<file path="config.mk">
export PLATFORM = sky130hd
export DESIGN_NAME = i2c_target_regfile
export DESIGN_NICKNAME = d
export VERILOG_FILES = /design/src/rtl/i2c_target_regfile.sv
export SDC_FILE = /design/constraint.sdc
export NUM_CORES = 1
export LEC_CHECK = 0
export CAP_MARGIN = 20
export CELL_PAD_IN_SITES_DETAIL_PLACEMENT = 0
export CELL_PAD_IN_SITES_GLOBAL_PLACEMENT = 1
export CORE_MARGIN = 4
export CORE_UTILIZATION = 35
export CTS_BUF_LIST = sky130_fd_sc_hd__clkbuf_4 sky130_fd_sc_hd__clkbuf_8 sky130_fd_sc_hd__clkbuf_16
export CTS_CLUSTER_DIAMETER = 200
export DETAILED_ROUTE_END_ITERATION = 8
export PLACE_DENSITY = 0.57
export SLEW_MARGIN = 20
export SYNTH_ARGS = -nofsm -noshare
export SYNTH_HDL_FRONTEND = slang
export SYNTH_SLANG_ARGS = --single-unit
</file>
<file path="constraint.sdc">
create_clock -name clk -period 4.1 [get_ports clk]
set_input_delay 0.615 -clock clk [delete_from_list [all_inputs] [get_ports clk]]
set_output_delay 0.615 -clock clk [all_outputs]
set_load 0.05 [all_outputs]
</file>
<file path="src/rtl/i2c_target_regfile.sv">
// ---------------------------------------------------------------------------
// i2c_target_regfile
// I2C target (slave) that exposes a small register file to an I2C controller.
// A controller write sets the register pointer from the first data byte and
// stores any following bytes at successive pointer values. A controller read
// returns bytes starting at the current pointer. The pointer wraps modulo
// NUM_REGS and is kept across STOP.
//
// Ports
//   clk          : system clock, all logic on the rising edge
//   rst          : synchronous active-high reset
//   scl_pad_i    : asynchronous SCL line level
//   sda_pad_i    : asynchronous SDA line level
//   sda_padoen_o : SDA output enable, active-low (0 pulls SDA low)
//   wr_stb_o     : one-cycle pulse when a byte is stored from the bus
//   wr_addr_o    : register index of that store
//   wr_data_o    : byte stored
//   loc_addr_i   : local read index
//   loc_rdata_o  : combinational contents of regs[loc_addr_i]
//   busy_o       : high from a detected START until a detected STOP
// ---------------------------------------------------------------------------
module i2c_target_regfile #(
  parameter logic [6:0] SLAVE_ADDR  = 7'h50,
  parameter int         NUM_REGS    = 16,
  parameter int         FILT_CYCLES = 3,
  localparam int        PW          = $clog2(NUM_REGS)
) (
  input  logic          clk,
  input  logic          rst,
  input  logic          scl_pad_i,
  input  logic          sda_pad_i,
  output logic          sda_padoen_o,
  output logic          wr_stb_o,
  output logic [PW-1:0] wr_addr_o,
  output logic [7:0]    wr_data_o,
  input  logic [PW-1:0] loc_addr_i,
  output logic [7:0]    loc_rdata_o,
  output logic          busy_o
);

  localparam int            CW       = (FILT_CYCLES > 1) ? $clog2(FILT_CYCLES) : 1;
  localparam logic [CW-1:0] FILT_MAX = CW'(FILT_CYCLES - 1);

  typedef enum logic [3:0] {
    IDLE, DEV_ADDR, DEV_ACK, PTR, PTR_ACK,
    WDATA, WDATA_ACK, RDATA, RDATA_ACK, IGNORE
  } state_e;

  // Bit 0 of these pairs carries SCL, bit 1 carries SDA.
  logic [1:0]    meta_q, sync_q, filt_q, filt_d, prev_q;
  logic [CW-1:0] filtCnt_q [2];
  logic [CW-1:0] filtCnt_d [2];

  logic          sclF, sdaF, sclRise, sclFall, startDet, stopDet;

  state_e        state_q;
  logic [2:0]    bitCnt_q;
  logic [6:0]    rxShift_q;
  logic [7:0]    shiftOut_q;
  logic [PW-1:0] ptr_q;
  logic          rw_q, ackOn_q;
  logic          sdaPadoen_q, wrStb_q, busy_q;
  logic [PW-1:0] wrAddr_q;
  logic [7:0]    wrData_q;
  logic [7:0]    regs_q [NUM_REGS];

  logic [7:0]    rxByte;
  logic [PW-1:0] ptrInc;

  // Two-flop synchronizers feed the glitch filters; prev_q holds the last
  // filtered level so edges on the filtered lines can be seen.
  always_ff @(posedge clk) begin
    if (rst) begin
      meta_q <= 2'b11;
      sync_q <= 2'b11;
      filt_q <= 2'b11;
      prev_q <= 2'b11;
      for (int i = 0; i < 2; i++) filtCnt_q[i] <= '0;
    end else begin
      meta_q <= {sda_pad_i, scl_pad_i};
      sync_q <= meta_q;
      filt_q <= filt_d;
      prev_q <= filt_q;
      for (int i = 0; i < 2; i++) filtCnt_q[i] <= filtCnt_d[i];
    end
  end

  // A filtered line only follows its synchronized input once the input has
  // disagreed with it for FILT_CYCLES consecutive cycles; any agreement
  // restarts the count, so short glitches never get through.
  always_comb begin
    filt_d = filt_q;
    for (int i = 0; i < 2; i++) begin
      filtCnt_d[i] = '0;
      if (sync_q[i] != filt_q[i]) begin
        if (filtCnt_q[i] == FILT_MAX) filt_d[i] = sync_q[i];
        else                          filtCnt_d[i] = filtCnt_q[i] + 1'b1;
      end
    end
  end

  assign sclF     = filt_q[0];
  assign sdaF     = filt_q[1];
  assign sclRise  = sclF & ~prev_q[0];
  assign sclFall  = ~sclF & prev_q[0];
  // SCL must be high on both sides of the SDA edge to count as START/STOP.
  assign startDet = sclF & prev_q[0] & prev_q[1] & ~sdaF;
  assign stopDet  = sclF & prev_q[0] & ~prev_q[1] & sdaF;

  assign rxByte = {rxShift_q, sdaF};
  assign ptrInc = ptr_q + 1'b1;

  // Protocol engine. Bits are sampled on filtered SCL rising edges and SDA
  // is only changed on the cycle after a filtered SCL falling edge, except
  // for STOP and reset which always release the line. ACK states use ackOn_q
  // to tell the fall that starts driving ACK from the fall that ends it.
  // The pointer advances past every byte sent on a read, so a later read
  // continues after the last byte the controller received.
  always_ff @(posedge clk) begin
    if (rst) begin
      state_q     <= IDLE;
      bitCnt_q    <= '0;
      rxShift_q   <= '0;
      shiftOut_q  <= '0;
      ptr_q       <= '0;
      rw_q        <= 1'b0;
      ackOn_q     <= 1'b0;
      sdaPadoen_q <= 1'b1;
      wrStb_q     <= 1'b0;
      wrAddr_q    <= '0;
      wrData_q    <= '0;
      busy_q      <= 1'b0;
      for (int i = 0; i < NUM_REGS; i++) regs_q[i] <= 8'h00;
    end else begin
      wrStb_q <= 1'b0;
      if (stopDet) begin
        state_q     <= IDLE;
        sdaPadoen_q <= 1'b1;
        busy_q      <= 1'b0;
        bitCnt_q    <= '0;
        ackOn_q     <= 1'b0;
      end else if (startDet) begin
        state_q  <= DEV_ADDR;
        busy_q   <= 1'b1;
        bitCnt_q <= '0;
        ackOn_q  <= 1'b0;
      end else begin
        case (state_q)
          DEV_ADDR: if (sclRise) begin
            rxShift_q <= rxByte[6:0];
            bitCnt_q  <= bitCnt_q + 3'd1;
            if (bitCnt_q == 3'd7) begin
              rw_q    <= rxByte[0];
              state_q <= (rxByte[7:1] == SLAVE_ADDR) ? DEV_ACK : IGNORE;
            end
          end
          PTR: if (sclRise) begin
            rxShift_q <= rxByte[6:0];
            bitCnt_q  <= bitCnt_q + 3'd1;
            if (bitCnt_q == 3'd7) begin
              ptr_q   <= rxByte[PW-1:0];
              state_q <= PTR_ACK;
            end
          end
          WDATA: if (sclRise) begin
            rxShift_q <= rxByte[6:0];
            bitCnt_q  <= bitCnt_q + 3'd1;
            if (bitCnt_q == 3'd7) begin
              regs_q[ptr_q] <= rxByte;
              wrStb_q       <= 1'b1;
              wrAddr_q      <= ptr_q;
              wrData_q      <= rxByte;
              ptr_q         <= ptrInc;
              state_q       <= WDATA_ACK;
            end
          end
          DEV_ACK, PTR_ACK, WDATA_ACK: if (sclFall) begin
            if (!ackOn_q) begin
              sdaPadoen_q <= 1'b0;
              ackOn_q     <= 1'b1;
            end else begin
              ackOn_q <= 1'b0;
              if (state_q == DEV_ACK && rw_q) begin
                shiftOut_q  <= regs_q[ptr_q];
                sdaPadoen_q <= regs_q[ptr_q][7];
                state_q     <= RDATA;
              end else begin
                sdaPadoen_q <= 1'b1;
                state_q     <= (state_q == DEV_ACK) ? PTR : WDATA;
              end
            end
          end
          RDATA: begin
            if (sclFall) sdaPadoen_q <= shiftOut_q[~bitCnt_q];
            if (sclRise) begin
              bitCnt_q <= bitCnt_q + 3'd1;
              if (bitCnt_q == 3'd7) state_q <= RDATA_ACK;
            end
          end
          RDATA_ACK: begin
            if (sclFall) sdaPadoen_q <= 1'b1;
            if (sclRise) begin
              ptr_q <= ptrInc;
              if (!sdaF) begin
                shiftOut_q <= regs_q[ptrInc];
                state_q    <= RDATA;
              end else begin
                state_q <= IGNORE;
              end
            end
          end
          IDLE, IGNORE: ;
          default: state_q <= IDLE;
        endcase
      end
    end
  end

  assign sda_padoen_o = sdaPadoen_q;
  assign wr_stb_o     = wrStb_q;
  assign wr_addr_o    = wrAddr_q;
  assign wr_data_o    = wrData_q;
  assign busy_o       = busy_q;
  assign loc_rdata_o  = regs_q[loc_addr_i];

endmodule

</file>
==> impl_metrics.tcl, run 1 <==
set metrics [dict create \
    status "complete, no violations" \
    htree_num_levels 4 \
    yosys_warnings 0 \
    rrSetupSlack_ns 1.01 \
    grt_overflow 0 \
    ir_worst_vdd_uv 232 \
    dpl.hpwl_um 24100 \
    netlist_area_um2 10600 \
    grt_pass1_vias 7087 \
    core_um2 29700 \
    drtPass1Iterations 5 \
    place_area_um2 11300 \
    r2r_cells 8 \
    finalSetupTns_ns 0 \
    grt_max_degree 54 \
    ys_async_sr_fraction_pct 0 \
    antenna_cells 0 \
    drive_gt1_share_pct 27.1 \
    max_freq_mhz 307 \
    drt_iter0_markers 890 \
    seq_area_frac_synth_pct 47.4 \
    drc 0 \
    final.min_clock_period_ns 3.26 \
    clk_pin_slew_worst_paths_ns 0.08 \
    cap_violations 0 \
    layout.nets 833 \
    post-place-cells 1188 \
    portBuffers 30 \
    crit_required_ns 3.48 \
    synthesis.nets 825 \
    min_delay_path_depth 1 \
    cts_tree "built" \
    worstReg2RegStart "state_q[0]" \
    hold_end "sync_q[1]" \
    final_antenna_net_count 0 \
    synth_compound_area_share_pct 5.37 \
    cts_buffers 17 \
    io_pins 31 \
    critical_path_peak_fanout 32 \
    syn_avg_cell_area_um2 13.1 \
    synth_area_leader_cell "edfxtp_1" \
    post-route-period-util_pct 79.5 \
    post-route-util_pct 40.0 \
    mostFrequentLayoutCells "128 x edfxtp_1, 117 x and2_1, 113 x mux4_2" \
    synth_top_family_by_area "multiplexers" \
    synth_enable_flop_cells 128 \
    grt_pass1_wl_um 49500 \
    powerDensity_nw_per_um2 398 \
    num_vias 7217 \
    clockRootBuffer "clkbuf_16" \
    cts_resized 0 \
    critical_path_class "in2out" \
    clkLatencyLatePin_ns 0.44 \
    synth_top_area_share_pct 36.3 \
    antenna_found_initial 0 \
    tightest_slew_ns 1.07 \
    synthCells 809 \
    ys_ff_latch 187 \
    clockBufferDepth 2 \
    cp.arrival_ns 2.64 \
    ys.flop_type "edfxtp_1" \
    ys_types 55 \
    hold_path_class "reg2reg" \
    synthXorXnorAreaFrac_pct 0.579 \
    viasPerCell 5.92 \
    gp_congestion 0.953 \
    power.leakage_uw 0.00376 \
    fin_skew_ns 0.0169 \
    die_x_um 182 \
    worstSetupEndpointType "primary output" \
    cts_num_sinks 187 \
    cp-start-kind "input pin" \
    dieArea_um2 33100 \
    yosys.area_share.adder_pct 1.04 \
    ys_top_cells_by_area "edfxtp_1 36%, mux4_2 24%, dfxtp_1 11%" \
    worstReg2RegEnd "regs_q[10][2]" \
    total_power_uw 4740 \
    final_area_um2 11900 \
    hold_viol_final 0 \
    initial_core_util_pct 35.7 \
    routedWlPerCell_um 27.5 \
    setup_viol 0 \
    die_y_um 182 \
    area_growth_pct 12.2 \
    slew_violations 0 \
    synth_simple_gate_area_share_pct 16.4 \
    min_from "meta_q[1]" \
    rows 63 \
    final_common_cell "edfxtp_1" \
    slew_headroom_pct 28.4 \
    fin_cells 1220 \
    cts_setup_buffers 0 \
    grt_use_total_pct 20.3 \
    postCtsHoldBufs 0 \
    synth.area.mux_share_pct 25.8 \
    rsz0062_at_grt "no" \
    wirelength_um 33600 \
]
-- synthesized netlist by cell type, drive strengths merged (5+ instances only) --
library cell	instances
a211oi	22
nor2	48
buf	34
xnor2	5
nor3	26
mux2i	18
a21oi	31
dfxtp	59
clkbuf	35
nor2b	16
or2	24
ha	8
nand3	13
mux4	113
inv	9
edfxtp	128
and2	118
o21ai	8
nand2	40
nand2b	7
-- layer usage --
layer | vias up | routed length, um | global-route usage (%)
met5 | - | 0 | 0
met4 | 0 | 1210 | 6.90
met3 | 63 | 2040 | 3.81
met2 | 337 | 15700 | 32.1
met1 | 3729 | 14700 | 28.4
li1 | 3088 | - | -
-- how the worst max path moves through the flow --
stage | startpoint | end | slack (ns) | cells after the start
3_3_place_gp | loc_addr_i[0] | loc_rdata_o[7] | 0.86 | 5
2_1_floorplan | loc_addr_i[1] | loc_rdata_o[1] | 1.02 | 4
5_1_grt | state_q[0] | regs_q[10][2] | 0.74 | 8
4_1_cts | loc_addr_i[0] | loc_rdata_o[7] | 0.84 | 5
6_report | loc_addr_i[0] | loc_rdata_o[7] | 0.84 | 5
3_5_place_dp | loc_addr_i[0] | loc_rdata_o[7] | 0.84 | 5
-- final cells by class --
| class | instances | area [um^2] |
|---|---|---|
| clock buffers | 17 | 425 |
| clock inverters | 15 | 185 |
| fillers | 2765 | 17800 |
| inverters | 9 | 33.8 |
| multi-input cells | 544 | 5220 |
| flip-flops and latches | 187 | 5030 |
| well taps | 390 | 488 |
| repair buffers | 58 | 505 |
-- logic make-up after synthesis --
| kind of cell | count (synthesis) |
|---|---|
| compound gates | 84 |
| buf+inv | 78 |
| flops | 187 |
| mux | 132 |
| fa+ha+maj | 9 |
| xor+xnor | 7 |
| simple gates | 312 |
-- metrics by stage --
stage	setup WS, ns	hold WS (ns)
3_3_place_gp	0.860	0.393
3_5_place_dp	0.838	0.398
5_1_grt	0.736	0.426
2_1_floorplan	1.02	0.389
6_report	0.842	0.413
4_1_cts	0.838	0.415
-- power breakdown --
group          switching [uW]  leakage (uW)  internal (uW)  total (uW)
combinational             427       0.00177            340         767
sequential                147       0.00169           2120        2270
clock                     870      0.000293            835        1710
-- registers in the layout, summed over array words and instances (netlist names), 3 cells and up, named ones only --
name        count
bitCnt_q        3
filtCnt_q       4
ptr_q           4
regs_q        128
rxShift_q       7
shiftOut_q      8
state_q         4
wr_addr_o       4
wr_data_o       8
-- critical path, cell delays in order --
cell,delay [ns]
clkdlybuf4s50_1,0.55
buf_12,0.24
mux4_2,0.53
mux4_2,0.48
buf_4,0.20
Note: power is estimated with default switching activity, not from simulation.
==> run 2, diff against run 1 <==
Settings changed: PLACE_DENSITY 0.57 to 0.59.
Clock period 4.1 ns to 2.9 ns, I/O delays scaled along.
==> run 2 against run 1 <==
Net effect: hold slack got worse by 0.0051 ns; non-clock buffer count increased by 26; sequential cell count unchanged; register-to-register slack worse by 0.67 ns; total power increased by 39%; die area is the same; core utilization increased by 0.82 points; critical path depth unchanged; worst setup slack got worse by 0.76 ns.
==> impl_metrics.tcl, run 2 (synthesized netlist as in run 1, its figures left out) <==
set metrics [dict create \
    pwr-share-seq_pct 47.8 \
    core_um2 29700 \
    final_area_um2 12100 \
    antenna_cells 0 \
    io_pins 31 \
    grt_overflow 0 \
    slew_violations 0 \
    drtPass1Iterations 5 \
    critical_path_class "in2out" \
    crit_required_ns 2.47 \
    cp-start-kind "input pin" \
    dpl.hpwl_um 22300 \
    routedWlPerCell_um 24.1 \
    post-place-cells 1214 \
    critical_path_peak_fanout 13 \
    regMostFlops "regs_q" \
    power.leakage_uw 0.00392 \
    num_vias 7189 \
    die_x_um 182 \
    slew_headroom_pct 62.2 \
    worstSetupEndpointType "primary output" \
    hold_viol_final 0 \
    hold_path_class "reg2reg" \
    cts_tree "built" \
    area_growth_pct 14.5 \
    final_common_cell "edfxtp_1" \
    rows 63 \
    drc 0 \
    drt_iter0_markers 825 \
    grt_max_degree 55 \
    ir_worst_vdd_uv 400 \
    final.min_clock_period_ns 2.82 \
    finalSetupTns_ns 0 \
    status "complete, no violations" \
    clkLatencyLatePin_ns 0.43 \
    clockBufferDepth 2 \
    final_antenna_net_count 0 \
    grt_use_total_pct 18.4 \
    clockPowerShare_pct 34.8 \
    tightest_slew_ns 0.566 \
    dieArea_um2 33100 \
    clk_pin_slew_worst_paths_ns 0.06 \
    wirelength_um 30000 \
    layout.nets 859 \
    rsz0062_at_grt "no" \
    grt_pass1_vias 7164 \
    fin_cells 1246 \
    netSwitchingPower_uw 1840 \
    initial_core_util_pct 35.7 \
    switching_share_pct 27.8 \
    cts_num_sinks 187 \
    cts_buffers 17 \
    gp_congestion 0.897 \
    portBuffers 30 \
    cap_violations 0 \
    cts_resized 0 \
    postCtsHoldBufs 0 \
    cp.arrival_ns 2.38 \
    htree_num_levels 4 \
    drive_gt1_share_pct 29.3 \
    setup_viol 0 \
    cts_setup_buffers 0 \
    mostFrequentLayoutCells "128 x edfxtp_1, 117 x and2_1, 113 x mux4_2" \
    intPower_uw 4770 \
    powerDensity_nw_per_um2 545 \
    antenna_found_initial 1 \
    die_y_um 182 \
    clockRootBuffer "clkbuf_16" \
    place_area_um2 11500 \
    post-route-period-util_pct 97.2 \
    comb_power_share_pct 17.4 \
    grt_pass1_wl_um 46000 \
    largest_reg_flops 128 \
    viasPerCell 5.77 \
    max_freq_mhz 355 \
    fin_skew_ns 0.00972 \
]
[run 2: cell types whose count changed in the layout (fill, tap and decap cells not counted), sizes merged]
cell	previous run	this run
buf	38	64
clkbuf	17	22
clkinvlp	1	0
inv	17	13
[run 2: power groups by stage]
stage | clock [uW] | combinational [uW] | sequential, uW
4_1_cts | 2340 | 1150 | 3150
3_3_place_gp | 0 | 1130 | 3200
5_1_grt | 2470 | 1250 | 3180
2_1_floorplan | 0 | 921 | 3110
6_report | 2300 | 1150 | 3160
3_5_place_dp | 0 | 1150 | 3210
[run 2: worst max-delay path, cell delays in order]
cell,delay [ns]
clkdlybuf4s50_1,0.51
buf_12,0.17
mux4_2,0.50
mux4_2,0.54
buf_4,0.22
[run 2: path summary, 6_finish.rpt]
kind                 startpoint              to  slack (ns)  cells past startpoint
setup / recovery  loc_addr_i[0]  loc_rdata_o[7]        0.08                      5
hold / removal        meta_q[1]       sync_q[1]        0.41                      1
setup reg to reg      filt_q[0]    regs_q[1][1]        0.34                      6
hold reg to reg       meta_q[1]       sync_q[1]        0.41                      1
[run 2: area by class of cell]
| class | instances | area, um^2 |
|---|---|---|
| Fill cell | 2726 | 17600 |
| Tap cell | 390 | 488 |
| Sequential cell | 187 | 5030 |
| Multi-Input combinational cell | 544 | 5220 |
| Clock buffer | 22 | 504 |
| Inverter | 9 | 33.8 |
| Timing Repair Buffer | 84 | 776 |
| Clock inverter | 10 | 78.8 |
[run 2: layer usage]
metal	global-route usage [%]	vias up	routed length [um]
li1	-	3137	-
met1	25.6	3660	12700
met2	28.6	338	14100
met5	0	-	20
met3	4.13	52	2380
met4	6.30	2	824
[run 2: through the flow]
stage	utilization [%]	setup WS (ns)	total power [uW]	hold WS, ns
2_1_floorplan	-	0.0736	4030	0.389
3_3_place_gp	38.9	0.0674	4340	0.392
3_5_place_dp	38.9	0.0613	4360	0.393
4_1_cts	40.8	0.0612	6650	0.408
5_1_grt	40.8	0.0322	6900	0.417
6_report	40.8	0.0814	6610	0.408
